`src/rtl/hdmi_tmds_encoder.sv`:
```
// Multi-channel TMDS encoder for an HDMI transmitter.
// Each channel does DVI 8b/10b video coding with running-disparity tracking. It also emits
// control tokens, video/data guard bands and TERC4 data-island symbols. All channels share
// one Mode. Latency is a fixed 3 clocks for every mode.
//
// Ports
//   Clk   pixel clock
//   RstB  asynchronous active-low reset
//   Mode  0=CTRL 1=VIDEO 2=VIDEO_GUARD 3=DATA_ISLAND 4=DATA_GUARD (5-7 behave as CTRL)
//   Din   video bytes, channel i at [8i+7:8i]
//   Ctrl  {C1,C0} per channel at [2i+1:2i]
//   Aux   TERC4 nibbles per channel at [4i+3:4i]
//   Dout  registered 10-bit symbols, channel i at [10i+9:10i], bit 0 sent first
module hdmi_tmds_encoder #(
  parameter int unsigned NUM_CH = 3,
  parameter int unsigned CNT_W  = 5
) (
  input  logic                   Clk,
  input  logic                   RstB,
  input  logic [2:0]             Mode,
  input  logic [8*NUM_CH-1:0]    Din,
  input  logic [2*NUM_CH-1:0]    Ctrl,
  input  logic [4*NUM_CH-1:0]    Aux,
  output logic [10*NUM_CH-1:0]   Dout
);

  localparam logic [2:0] ModeVideo      = 3'd1;
  localparam logic [2:0] ModeVideoGuard = 3'd2;
  localparam logic [2:0] ModeDataIsland = 3'd3;
  localparam logic [2:0] ModeDataGuard  = 3'd4;

  // Guard-band symbols: A on channels 0 and 2 (mod 3), B on channel 1.
  localparam logic [9:0] GuardA = 10'b1011001100;
  localparam logic [9:0] GuardB = 10'b0100110011;

  function automatic logic [3:0] popcount8(input logic [7:0] d);
    logic [3:0] n;
    n = '0;
    for (int b = 0; b < 8; b++) begin
      n = n + {3'b000, d[b]};
    end
    return n;
  endfunction

  // Transition-minimising stage: xnor chain when the byte is 1-heavy, xor chain otherwise.
  function automatic logic [8:0] qm_encode(input logic [7:0] d, input logic [3:0] n1);
    logic [8:0] q;
    logic       xnor_sel;
    xnor_sel = (n1 > 4'd4) || ((n1 == 4'd4) && !d[0]);
    q[0] = d[0];
    for (int b = 1; b < 8; b++) begin
      q[b] = xnor_sel ? ~(q[b-1] ^ d[b]) : (q[b-1] ^ d[b]);
    end
    q[8] = ~xnor_sel;
    return q;
  endfunction

  function automatic logic [9:0] ctrl_token(input logic [1:0] c);
    logic [9:0] t;
    unique case (c)
      2'b00:   t = 10'b1101010100;
      2'b01:   t = 10'b0010101011;
      2'b10:   t = 10'b0101010100;
      default: t = 10'b1010101011;
    endcase
    return t;
  endfunction

  function automatic logic [9:0] terc4(input logic [3:0] a);
    logic [9:0] t;
    unique case (a)
      4'h0:    t = 10'b1010011100;
      4'h1:    t = 10'b1001100011;
      4'h2:    t = 10'b1011100100;
      4'h3:    t = 10'b1011100010;
      4'h4:    t = 10'b0101110001;
      4'h5:    t = 10'b0100011110;
      4'h6:    t = 10'b0110001110;
      4'h7:    t = 10'b0100111100;
      4'h8:    t = 10'b1011001100;
      4'h9:    t = 10'b0100111001;
      4'hA:    t = 10'b0110011100;
      4'hB:    t = 10'b1011000110;
      4'hC:    t = 10'b1010001110;
      4'hD:    t = 10'b1001110001;
      4'hE:    t = 10'b0101100011;
      default: t = 10'b1011000011;
    endcase
    return t;
  endfunction

  // Mode is shared, so its delay line lives outside the per-channel logic.
  logic [2:0] mode_s1_q, mode_s2_q;

  always_ff @(posedge Clk or negedge RstB) begin
    if (!RstB) begin
      mode_s1_q <= '0;
      mode_s2_q <= '0;
    end else begin
      mode_s1_q <= Mode;
      mode_s2_q <= mode_s1_q;
    end
  end

  for (genvar i = 0; i < NUM_CH; i++) begin : gen_ch
    localparam int unsigned Flavour = i % 3;

    logic [7:0]       din_s1_q;
    logic [3:0]       n1_d, n1_s1_q;
    logic [1:0]       ctrl_s1_q, ctrl_s2_q;
    logic [3:0]       aux_s1_q, aux_s2_q;
    logic [8:0]       qm_d, qm_s2_q;
    logic [3:0]       n1q_d, n1q_s2_q;
    logic [CNT_W-1:0] cnt_d, cnt_q;
    logic [9:0]       dout_d, dout_q;

    logic             q8, cnt_zero, cnt_neg;
    logic [CNT_W-1:0] n1_ext, diff;

    always_comb begin
      n1_d  = popcount8(Din[8*i +: 8]);
      qm_d  = qm_encode(din_s1_q, n1_s1_q);
      n1q_d = popcount8(qm_d[7:0]);
    end

    // Stage 3: symbol select plus disparity update. diff = n1q - n0q = 2*n1q - 8, computed
    // modulo 2^CNT_W so the sign bit of cnt_q carries the sign.
    always_comb begin
      q8       = qm_s2_q[8];
      n1_ext   = CNT_W'(n1q_s2_q);
      diff     = (n1_ext << 1) - CNT_W'(8);
      cnt_zero = (cnt_q == '0);
      cnt_neg  = cnt_q[CNT_W-1];
      dout_d   = ctrl_token(ctrl_s2_q);
      cnt_d    = '0;
      case (mode_s2_q)
        ModeVideo: begin
          if (cnt_zero || (n1q_s2_q == 4'd4)) begin
            dout_d = {~q8, q8, q8 ? qm_s2_q[7:0] : ~qm_s2_q[7:0]};
            cnt_d  = q8 ? (cnt_q + diff) : (cnt_q - diff);
          end else if ((!cnt_neg && (n1q_s2_q > 4'd4)) || (cnt_neg && (n1q_s2_q < 4'd4))) begin
            dout_d = {1'b1, q8, ~qm_s2_q[7:0]};
            cnt_d  = cnt_q + (q8 ? CNT_W'(2) : '0) - diff;
          end else begin
            dout_d = {1'b0, q8, qm_s2_q[7:0]};
            cnt_d  = cnt_q + diff - (q8 ? '0 : CNT_W'(2));
          end
        end
        ModeVideoGuard: dout_d = (Flavour == 1) ? GuardB : GuardA;
        ModeDataIsland: dout_d = terc4(aux_s2_q);
        ModeDataGuard:  dout_d = (Flavour == 0) ? terc4(aux_s2_q) : GuardB;
        default: ;
      endcase
    end

    always_ff @(posedge Clk or negedge RstB) begin
      if (!RstB) begin
        din_s1_q  <= '0;
        n1_s1_q   <= '0;
        ctrl_s1_q <= '0;
        ctrl_s2_q <= '0;
        aux_s1_q  <= '0;
        aux_s2_q  <= '0;
        qm_s2_q   <= '0;
        n1q_s2_q  <= '0;
        cnt_q     <= '0;
        dout_q    <= '0;
      end else begin
        din_s1_q  <= Din[8*i +: 8];
        n1_s1_q   <= n1_d;
        ctrl_s1_q <= Ctrl[2*i +: 2];
        ctrl_s2_q <= ctrl_s1_q;
        aux_s1_q  <= Aux[4*i +: 4];
        aux_s2_q  <= aux_s1_q;
        qm_s2_q   <= qm_d;
        n1q_s2_q  <= n1q_d;
        cnt_q     <= cnt_d;
        dout_q    <= dout_d;
      end
    end

    assign Dout[10*i +: 10] = dout_q;
  end

endmodule

```
`config.mk`:
```
export PLATFORM = sky130hd
export DESIGN_NAME = hdmi_tmds_encoder
export DESIGN_NICKNAME = d
export VERILOG_FILES = /design/src/rtl/hdmi_tmds_encoder.sv
export SDC_FILE = /design/constraint.sdc
export NUM_CORES = 1
export LEC_CHECK = 0
export ABC_AREA = 1
export BUFFER_PORTS_ARGS = -buffer_cell sky130_fd_sc_hd__buf_2
export CAP_MARGIN = 15
export CORE_MARGIN = 2
export CORE_UTILIZATION = 30
export DETAILED_ROUTE_END_ITERATION = 12
export RECOVER_POWER = 25
export SYNTH_ARGS = -nofsm -noshare
export SYNTH_HDL_FRONTEND = slang
export SYNTH_SLANG_ARGS = --single-unit
```
`constraint.sdc`:
```
create_clock -name Clk -period 6.8 [get_ports Clk]
set_clock_uncertainty 0.15 [all_clocks]
set_input_delay 2.04 -clock Clk [delete_from_list [all_inputs] [get_ports Clk]]
set_output_delay 2.04 -clock Clk [all_outputs]
set_load 0.01 [all_outputs]
```
==> results of run 1 <==
==> worst max-delay path: stages <==
cell and delay [ps]:
buf_2 110, fa_1 520, inv_1 50, fa_1 440, fa_1 500, inv_1 60
ha_1 200, fa_1 380, xor2_1 150
==> layout make-up <==
cell class | count | area [sq um] | area share [%]
inverters | 170 | 638 | 5.84
flip-flops and latches | 159 | 3980 | 36.4
multi-input cells | 647 | 4770 | 43.7
clock inverters | 15 | 219 | 2.00
well taps | 402 | 503 | 4.61
diodes | 2 | 5.00 | 0.0458
clock buffers | 17 | 425 | 3.90
repair buffers | 79 | 379 | 3.47
==> routing by layer <==
metal | global-route usage (%) | part of all wire (%)
met3 | 2.61 | 3.4
met4 | 5.00 | 2.2
met2 | 19.2 | 45
met1 | 17.4 | 49
met5 | 0 | 0
==> sequential cells by signal (all words and copies together), names as in the netlist <==
| register | flops |
|---|---|
| gen_ch.dout_q | 30 |
| gen_ch.qm_s2_q | 27 |
| gen_ch.din_s1_q | 24 |
| gen_ch.aux_s1_q | 12 |
| gen_ch.aux_s2_q | 12 |
| gen_ch.cnt_q | 12 |
| gen_ch.n1_s1_q | 12 |
| gen_ch.n1q_s2_q | 12 |
| gen_ch.ctrl_s1_q | 6 |
| gen_ch.ctrl_s2_q | 6 |
| mode_s1_q | 3 |
| mode_s2_q | 3 |
==> logic make-up after synthesis <==
kind of cell               after synthesis  synth area share [%]
xor gates and xnor gates                47                  5.05
and+or+nand+nor                        335                  16.9
AOI/OAI and AO/OA                      136                  9.13
DFF                                    159                  41.6
buffers and inverters                  186                  7.54
adders and majority gates              126                  19.5
muxes                                    3                 0.314
==> path summary, 6_finish.rpt <==
kind | start | to | cells past startpoint
setup / recovery | Din[0] | gen_ch[0].n1_s1_q[2] | 9
hold / removal | gen_ch[2].aux_s1_q[2] | gen_ch[2].aux_s2_q[2] | 0
setup reg to reg | gen_ch[0].din_s1_q[0] | gen_ch[0].n1q_s2_q[2] | 16
hold reg to reg | gen_ch[2].aux_s1_q[2] | gen_ch[2].aux_s2_q[2] | 0
max in group asynchronous | RstB | gen_ch[2].n1_s1_q[1] | 2
min in group asynchronous | RstB | gen_ch[0].n1_s1_q[0] | 1
==> stage by stage <==
step / hold slack (ps) / worst slack, ps / utilization (%) / instances / instance area, sq um
after global placement: 183 / 2100 / 33.0 / 1457 / 10400
final: 197 / 2510 / 34.7 / 1491 / 10900
after detailed placement: 185 / 2040 / 33.0 / 1457 / 10400
after CTS: 199 / 2530 / 35.1 / 1489 / 11000
after global routing: 205 / 2330 / 34.7 / 1490 / 10900
after floorplan: 181 / 2270 / - / 992 / 9570
==> report_power, final <==
| group | internal [W] | total (W) | switching, W |
|---|---|---|---|
| clock network | 0.000627 | 0.00104 | 0.000415 |
| registers | 0.00116 | 0.00130 | 0.000137 |
| logic | 0.000968 | 0.00238 | 0.00141 |
==> cell usage in the layout, fill, tap and decap left out, drive strengths merged, types with 2 or more instances in the layout <==
cell type,Yosys,layout
buf,7,56
bufinv,0,4
o21ai,59,59
nand3,67,67
xnor2,29,29
o221ai,6,6
mux2i,3,3
nand2,172,172
clkinv,1,2
xor2,18,18
nor3,3,3
or2,19,19
nand4,12,12
nor2,55,55
o211ai,13,13
fa,38,38
clkinvlp,0,2
o2111ai,5,5
o31ai,5,5
diode,0,2
a211oi,14,14
clkbuf,9,40
nand3b,7,7
dfrtp,159,159
inv,169,177
ha,88,88
a21oi,29,29
==> impl_metrics.py, run 1 <==
metrics = {
    "status": {
        "run_status": "completed",
    },
    "route": {
        "via_per_inst": 4.44,
        "ant_nets": 0,
        "vias": 6615,
        "totalWireLength_um": 19500,
        "drt_iter0_drc": 384,
        "drc": 0,
        "wl_per_cell_um": 13.1,
        "dr.pass1.iters": 5,
    },
    "synthesis": {
        "yosys.area.top_type_share_pct": 41.6,
        "async_flop_share_pct": 100,
        "synth_ff_type": "dfrtp_1",
        "synth_area_leaders": "dfrtp_1 42%, ha_1 12%, fa_1 7.9%",
        "avgSynthCellArea_sq_um": 9.65,
        "yosys-top-cells-count": "164 x inv_1, 159 x dfrtp_1, 153 x nand2_1, 88 x ha_1, 63 x nand3_1",
        "syn_nets": 1165,
        "synth_top_area_cell": "dfrtp_1",
        "synth_edf_count": 0,
        "synth_cells": 992,
        "yosysMostFrequentCell": "inv_1",
        "ys_seq_area_share_pct": 41.6,
        "ys_warn_count": 0,
        "synth_cell_types": 49,
        "ys_ff_latch": 159,
        "synth_area_sq_um": 9570,
    },
    "timing": {
        "tightest_slew_ps": 890,
        "hold_viol_final": 0,
        "max-slew-margin-rel_pct": 40.7,
        "max_freq_mhz": 233,
        "setup_tns_ps": 0,
        "layout_min_cycle_time_ps": 4290,
        "slew_violations": 0,
        "fin_crit_sh_pct": 63.1,
        "setup_viol": 0,
        "rsz0062_at_grt": "false",
    },
    "global_routing": {
        "first_global_vias": 6547,
        "grt_use_total_pct": 12.6,
        "grt_max_degree": 97,
        "globalRouteOverflowTotal": 0,
        "antenna_found_initial": 2,
        "grt_pass1_wl_um": 33000,
    },
    "cts": {
        "htree_levels": 4,
        "cts_buffer_depth": 2,
        "cts_sinks": 159,
        "clk_pin_slew_ps": 70,
        "hold_buffers": 0,
        "cts_buffers": 17,
        "clk_latency_ps": 430,
        "cts_tree": "built",
        "cts_resized": 0,
        "postCtsSetupRepairBufs": 0,
        "cts-root-buf": "clkbuf_16",
    },
    "floorplanning": {
        "die_x_um": 183,
        "start_util_pct": 30.4,
        "rows": 65,
        "coreArea_sq_um": 31500,
        "die_area_sq_um": 33300,
        "dieHeight_um": 183,
        "io-pin-count": 77,
    },
    "worst_setup_path": {
        "crit_arrival_ps": 4460,
        "crit_fanout": 2,
        "critPathKind": "in -> reg",
        "cp-start-kind": "input pin",
        "crit_required_ps": 6960,
        "r2r_slack_ps": 2550,
        "crit_path_end_kind": "flop",
    },
    "final_layout": {
        "fillers": 3130,
        "drive_gt1_share_pct": 13.0,
        "final_nets": 1247,
        "syn_to_final_growth_pct": 14.1,
    },
    "hold_path": {
        "hold_class": "reg -> reg",
    },
    "placement": {
        "hpwl_um": 15300,
        "gp_congestion": 0.886,
        "port-buffer-count": 76,
    },
    "power": {
        "p_per_area_nw_per_um2": 432,
        "ir_worst_vdd_mv": 0.245,
        "leakage_nw": 5.38,
        "p_total_w": 0.00472,
    },
    "flow_run": {
        "drv_cap": 0,
    },
}
No activity file was read; power rests on OpenSTA's default activity.
==> run 2, diff against run 1 <==
==> constraint.sdc (replaced) <==
create_clock -name Clk -period 4.4 [get_ports Clk]
set_clock_uncertainty 0.15 [all_clocks]
set_input_delay 1.32 -clock Clk [delete_from_list [all_inputs] [get_ports Clk]]
set_output_delay 1.32 -clock Clk [all_outputs]
set_load 0.01 [all_outputs]
==> run 2 against run 1 <==
The run now ends with max-capacitance violations, max-slew violations left. Via count fell by 0.50%. Critical path type is now reg -> reg. Largest cell class unchanged. Total power rose by 53%. Combinational power rose by 55%.
==> impl_metrics.py, run 2 (synthesized netlist as in run 1, its figures left out) <==
metrics = {
    "status": {
        "run_status": "finished, violations left",
        "violations": "max-capacitance violations, max-slew violations",
    },
    "route": {
        "ant_nets": 0,
        "via_per_inst": 4.42,
        "wl_per_cell_um": 13.1,
        "drt_iter0_drc": 324,
        "drc": 0,
        "wl_met3_um": 567,
        "m1WireLength_um": 9600,
        "vias": 6582,
        "top_layer_used": "met4",
        "wl_met2_um": 9040,
        "totalWireLength_um": 19500,
        "dr.pass1.iters": 4,
    },
    "global_routing": {
        "grt_use_total_pct": 12.4,
        "first_global_vias": 6475,
        "grt_max_degree": 66,
        "antenna_found_initial": 0,
        "globalRouteOverflowTotal": 0,
        "grt_pass1_wl_um": 32900,
    },
    "worst_setup_path": {
        "cpPeakStageDelay_ps": 510,
        "crit_fanout": 5,
        "crit_path_frequent_cell": "inv_1",
        "cp-start-kind": "flop",
        "critPathKind": "reg -> reg",
        "crit_path_end_kind": "flop",
        "crit_required_ps": 4570,
        "path_cells": "inv_2, o31ai_1, inv_1, or2_0, xnor2_1, fa_1, fa_1, inv_1, fa_1, inv_1, ha_1, inv_1, fa_1, inv_1",
        "crit_arrival_ps": 4070,
        "reg2reg_depth": 14,
        "cp_slowest_cell": "fa_1",
    },
    "final_layout": {
        "largest_reg_flops": 30,
        "top_regs": "gen_ch.dout_q x30, gen_ch.qm_s2_q x27, gen_ch.din_s1_q x24",
        "diodes": 0,
        "final_nets": 1247,
        "final_common_cell": "inv_1",
        "fillers": 3111,
        "fin_area_sq_um": 11000,
        "drive_gt1_share_pct": 13.5,
        "multi_input_area_sq_um": 4850,
        "final_cell_mix": "164 x inv_1, 159 x dfrtp_1, 155 x nand2_1, 88 x ha_1, 63 x nand3_1",
        "fin_cells": 1489,
        "seqCellArea_sq_um": 3980,
        "syn_to_final_growth_pct": 14.7,
        "regMostFlops": "gen_ch.dout_q",
    },
    "timing": {
        "slew_violations": 64,
        "setup_tns_ps": 0,
        "hold_ws_ps": 196,
        "fin_crit_sh_pct": 88.7,
        "hold_viol_final": 0,
        "max-slew-margin-rel_pct": -6.10,
        "setup_viol": 0,
        "setup_ws_ps": 495,
        "tightest_slew_ps": 1590,
        "max_freq_mhz": 256,
        "layout_min_cycle_time_ps": 3900,
        "rsz0062_at_grt": "false",
    },
    "floorplanning": {
        "rows": 65,
        "die_x_um": 183,
        "io-pin-count": 77,
        "coreArea_sq_um": 31500,
        "start_util_pct": 30.4,
        "dieHeight_um": 183,
        "die_area_sq_um": 33300,
    },
    "cts": {
        "cts_sinks": 159,
        "htree_levels": 4,
        "clk_latency_ps": 430,
        "postCtsSetupRepairBufs": 0,
        "cts_buffer_depth": 2,
        "cts_tree": "built",
        "hold_buffers": 0,
        "cts_resized": 0,
        "cts_buffers": 17,
        "cts-root-buf": "clkbuf_16",
        "clk_pin_slew_ps": 60,
    },
    "placement": {
        "port-buffer-count": 76,
        "gp_congestion": 0.843,
        "place_ws_ps": 398,
        "placed_cell_area_sq_um": 10400,
        "hpwl_um": 15300,
        "dp_cells": 1457,
    },
    "power": {
        "ir_worst_vdd_mv": 0.299,
        "p_per_area_nw_per_um2": 660,
        "leakage_nw": 5.38,
    },
    "flow_run": {
        "drv_cap": 1,
    },
    "hold_path": {
        "min_path_cells": 0,
        "hold_class": "reg -> reg",
    },
}
## run 2: cell count changes in the layout (fill, tap and decap cells not counted), sizes merged
cell      change
clkbuf        +8
clkinvlp      +2
buf           -4
bufinv        -1
inv           -5
diode         -2
## run 2: where the power goes
part	internal (W)	switching, W
combinational	0.00151	0.00219
clock	0.000929	0.000601
sequential	0.00179	0.000224
total	0.00423	0.00301
## run 2: cell type report
type                            count  share of cell area [%]
Inverter                          170                    5.82
Tap cell                          402                    4.58
Clock inverter                     11                    1.41
Clock buffer                       21                    4.20
Sequential cell                   159                    36.3
Multi-Input combinational cell    647                    44.2
Timing Repair Buffer               79                    3.49
## run 2: metrics by stage
stage | total power, W | utilization [%]
2_1_floorplan | 0.00493 | -
3_3_place_gp | 0.00566 | 33.1
3_5_place_dp | 0.00578 | 33.1
4_1_cts | 0.00736 | 35.0
5_1_grt | 0.00801 | 34.9
6_report | 0.00725 | 34.9
## run 2: critical path: cells and delay by family (launching register included)
kind	cells	cell delay, ps
fa+ha+maj	5	2060
flops	1	440
simple gates	1	350
buf+inv	6	310
xor+xnor	1	310
compound gates	1	190
## run 2: metal layers
layer / vias up / global-route usage, %
met1: 3109 / 17.2
met3: 17 / 2.37
met5: - / 0
met2: 117 / 19.4
li1: 3339 / -
met4: 0 / 4.26
## run 2: path summary, 6_finish.rpt
kind	slack, ps	startpoint	end
max	500	gen_ch[0].din_s1_q[0]	gen_ch[0].n1q_s2_q[1]
min	200	gen_ch[0].aux_s1_q[2]	gen_ch[0].aux_s2_q[2]
max reg2reg	500	gen_ch[0].din_s1_q[0]	gen_ch[0].n1q_s2_q[1]
min reg2reg	200	gen_ch[0].aux_s1_q[2]	gen_ch[0].aux_s2_q[2]
max in group asynchronous	1790	RstB	gen_ch[2].aux_s2_q[1]
min in group asynchronous	1150	RstB	gen_ch[0].din_s1_q[1]
==> run 3, diff against run 2 <==
--- a/config.mk
+++ b/config.mk
@@ -9,7 +9,7 @@
 export BUFFER_PORTS_ARGS = -buffer_cell sky130_fd_sc_hd__buf_2
 export CAP_MARGIN = 15
 export CORE_MARGIN = 2
-export CORE_UTILIZATION = 30
+export CORE_UTILIZATION = 40
 export DETAILED_ROUTE_END_ITERATION = 12
 export RECOVER_POWER = 25
 export SYNTH_ARGS = -nofsm -noshare
==> run 3 against run 2 <==
The run still ends with max-capacitance violations, max-slew violations left. Die area down 24%. Worst setup slack improved by 39 ps. Routed wire length fell by 3.4%. Count of clock-buffer cells in the layout is 1 higher. Sequential power is essentially flat. Fmax up 1.0%. Via count decreased by 0.87%. First-iteration DRC count fell by 10%. Combinational power grew 1%. Critical path type unchanged. Largest cell class unchanged.
==> impl_metrics.py, run 3 (synthesized netlist as in run 1, its figures left out) <==
metrics = {
    "worst_setup_path": {
        "cp_num_buf_inv": 5,
        "cp-start-kind": "flop",
        "crit_family": "adder cells",
        "crit_arrival_ps": 4030,
        "cpPeakStageDelay_ps": 510,
        "crit_fanout": 5,
        "cp_slowest_cell": "fa_1",
        "path_cells": "inv_2, o31ai_1, inv_1, or2_1, xnor2_1, fa_1, fa_1, inv_1, fa_1, inv_1, ha_1, inv_1, fa_1, xnor2_1",
        "startpoint": "gen_ch[0].din_s1_q[0]",
        "crit_path_end_kind": "flop",
        "crit_required_ps": 4560,
        "r2r_start": "gen_ch[0].din_s1_q[0]",
        "critPathKind": "reg -> reg",
    },
    "cts": {
        "cts-root-buf": "clkbuf_16",
        "postCtsSetupRepairBufs": 0,
        "htree_levels": 4,
        "cts_tree": "built",
        "cts_buffers": 17,
        "cts_sinks": 159,
        "clk_pin_slew_ps": 60,
        "cts_buffer_depth": 2,
        "cts_resized": 0,
        "hold_buffers": 0,
        "clk_latency_ps": 430,
    },
    "route": {
        "totalWireLength_um": 18900,
        "wl_per_cell_um": 13.4,
        "dr.pass1.iters": 5,
        "via_per_inst": 4.64,
        "vias": 6525,
        "drc": 0,
        "ant_nets": 0,
        "drt_iter0_drc": 290,
    },
    "final_layout": {
        "largest_reg_flops": 30,
        "final_cell_mix": "164 x inv_1, 159 x dfrtp_1, 155 x nand2_1, 88 x ha_1, 63 x nand3_1",
        "top_regs": "gen_ch.dout_q x30, gen_ch.qm_s2_q x27, gen_ch.din_s1_q x24",
        "syn_to_final_growth_pct": 13.4,
        "regMostFlops": "gen_ch.dout_q",
        "final_nets": 1247,
        "drive_gt1_share_pct": 13.6,
        "final_common_cell": "inv_1",
        "diodes": 0,
    },
    "flow_run": {
        "drv_cap": 1,
    },
    "timing": {
        "rsz0062_at_grt": "false",
        "hold_viol_final": 0,
        "fin_crit_sh_pct": 87.9,
        "setup_tns_ps": 0,
        "setup_viol": 0,
        "layout_min_cycle_time_ps": 3870,
        "max_freq_mhz": 259,
        "max-slew-margin-rel_pct": -67.2,
        "tightest_slew_ps": 2510,
        "slew_violations": 59,
        "setup_ws_ps": 534,
    },
    "floorplanning": {
        "die_area_sq_um": 25200,
        "io-pin-count": 77,
        "dieHeight_um": 159,
        "rows": 56,
        "coreArea_sq_um": 23500,
        "die_x_um": 159,
        "start_util_pct": 40.8,
    },
    "global_routing": {
        "grt_pass1_wl_um": 31700,
        "antenna_found_initial": 0,
        "grt_use_total_pct": 16.2,
        "first_global_vias": 6327,
        "globalRouteOverflowTotal": 0,
        "grt_max_degree": 70,
    },
    "hold_path": {
        "timing.hold.worst.start": "gen_ch[2].aux_s1_q[2]",
        "hold_class": "reg -> reg",
    },
    "power": {
        "p_per_area_nw_per_um2": 663,
        "leakage_nw": 5.38,
        "ir_worst_vdd_mv": 0.396,
    },
    "placement": {
        "gp_congestion": 0.872,
        "hpwl_um": 14900,
        "port-buffer-count": 76,
        "place_ws_ps": 404,
    },
    "status": {
        "violations": "max-capacitance violations, max-slew violations",
        "run_status": "finished, violations left",
    },
}
==> run 3: cell count changes in the layout (fill, tap and decap cells not counted), sizes merged <==
| cell | previous run | this run |
|---|---|---|
| buf | 52 | 53 |
| bufinv | 3 | 1 |
| clkbuf | 48 | 47 |
| clkinv | 2 | 6 |
| clkinvlp | 4 | 3 |
| dlygate4sd2 | 0 | 1 |
| inv | 172 | 170 |
==> run 3: area by class of cell <==
cell class / count / area [sq um]
Clock buffer: 22 / 484
Clock inverter: 10 / 105
Fill cell: 2248 / 12600
Inverter: 170 / 638
Multi-Input combinational cell: 647 / 4860
Sequential cell: 159 / 3980
Tap cell: 319 / 399
Timing Repair Buffer: 79 / 388
==> run 3: worst paths after layout <==
path | end | slack, ps | depth (start not counted)
min in group asynchronous | gen_ch[0].din_s1_q[3] | 1670 | 1
max | gen_ch[0].n1q_s2_q[2] | 530 | 14
min reg2reg | gen_ch[2].aux_s2_q[2] | 200 | 0
max in group asynchronous | gen_ch[2].qm_s2_q[6] | 900 | 2
max reg2reg | gen_ch[0].n1q_s2_q[2] | 530 | 14
min | gen_ch[2].aux_s2_q[2] | 200 | 0
==> run 3: worst reg2reg max path, delay by kind of cell, from the launching register on <==
kind | cells | cell delay, ps
xor+xnor | 2 | 410
compound gates | 1 | 180
simple gates | 1 | 320
buf+inv | 5 | 280
flops | 1 | 450
fa+ha+maj | 5 | 1950
==> run 3: power by group <==
part	switching (W)	internal [W]	total (W)	leakage [nW]
combinational	0.00222	0.00153	0.00375	3.20
sequential	0.000220	0.00179	0.00202	1.90
clock	0.000584	0.000844	0.00143	0.279
==> run 3: per-stage QoR <==
stage / utilization, % / hold slack [ps] / instances / power (W) / cell area, sq um
6_report: 46.2 / 197 / 1406 / 0.00719 / 10900
5_1_grt: 46.2 / 204 / 1406 / 0.00799 / 10900
4_1_cts: 46.4 / 198 / 1406 / 0.00729 / 10900
3_5_place_dp: 43.9 / 185 / 1374 / 0.00581 / 10300
3_3_place_gp: 43.9 / 183 / 1374 / 0.00569 / 10300
2_1_floorplan: - / 181 / 992 / 0.00493 / 9570
==> run 3: per-layer routing <==
metal | wire length (um) | vias up | track usage (%)
met1 | 9400 | 3043 | 23.6
met4 | 296 | 0 | 5.02
met2 | 8430 | 125 | 24.2
met3 | 745 | 18 | 3.27
li1 | - | 3339 | -
met5 | 0 | - | 0
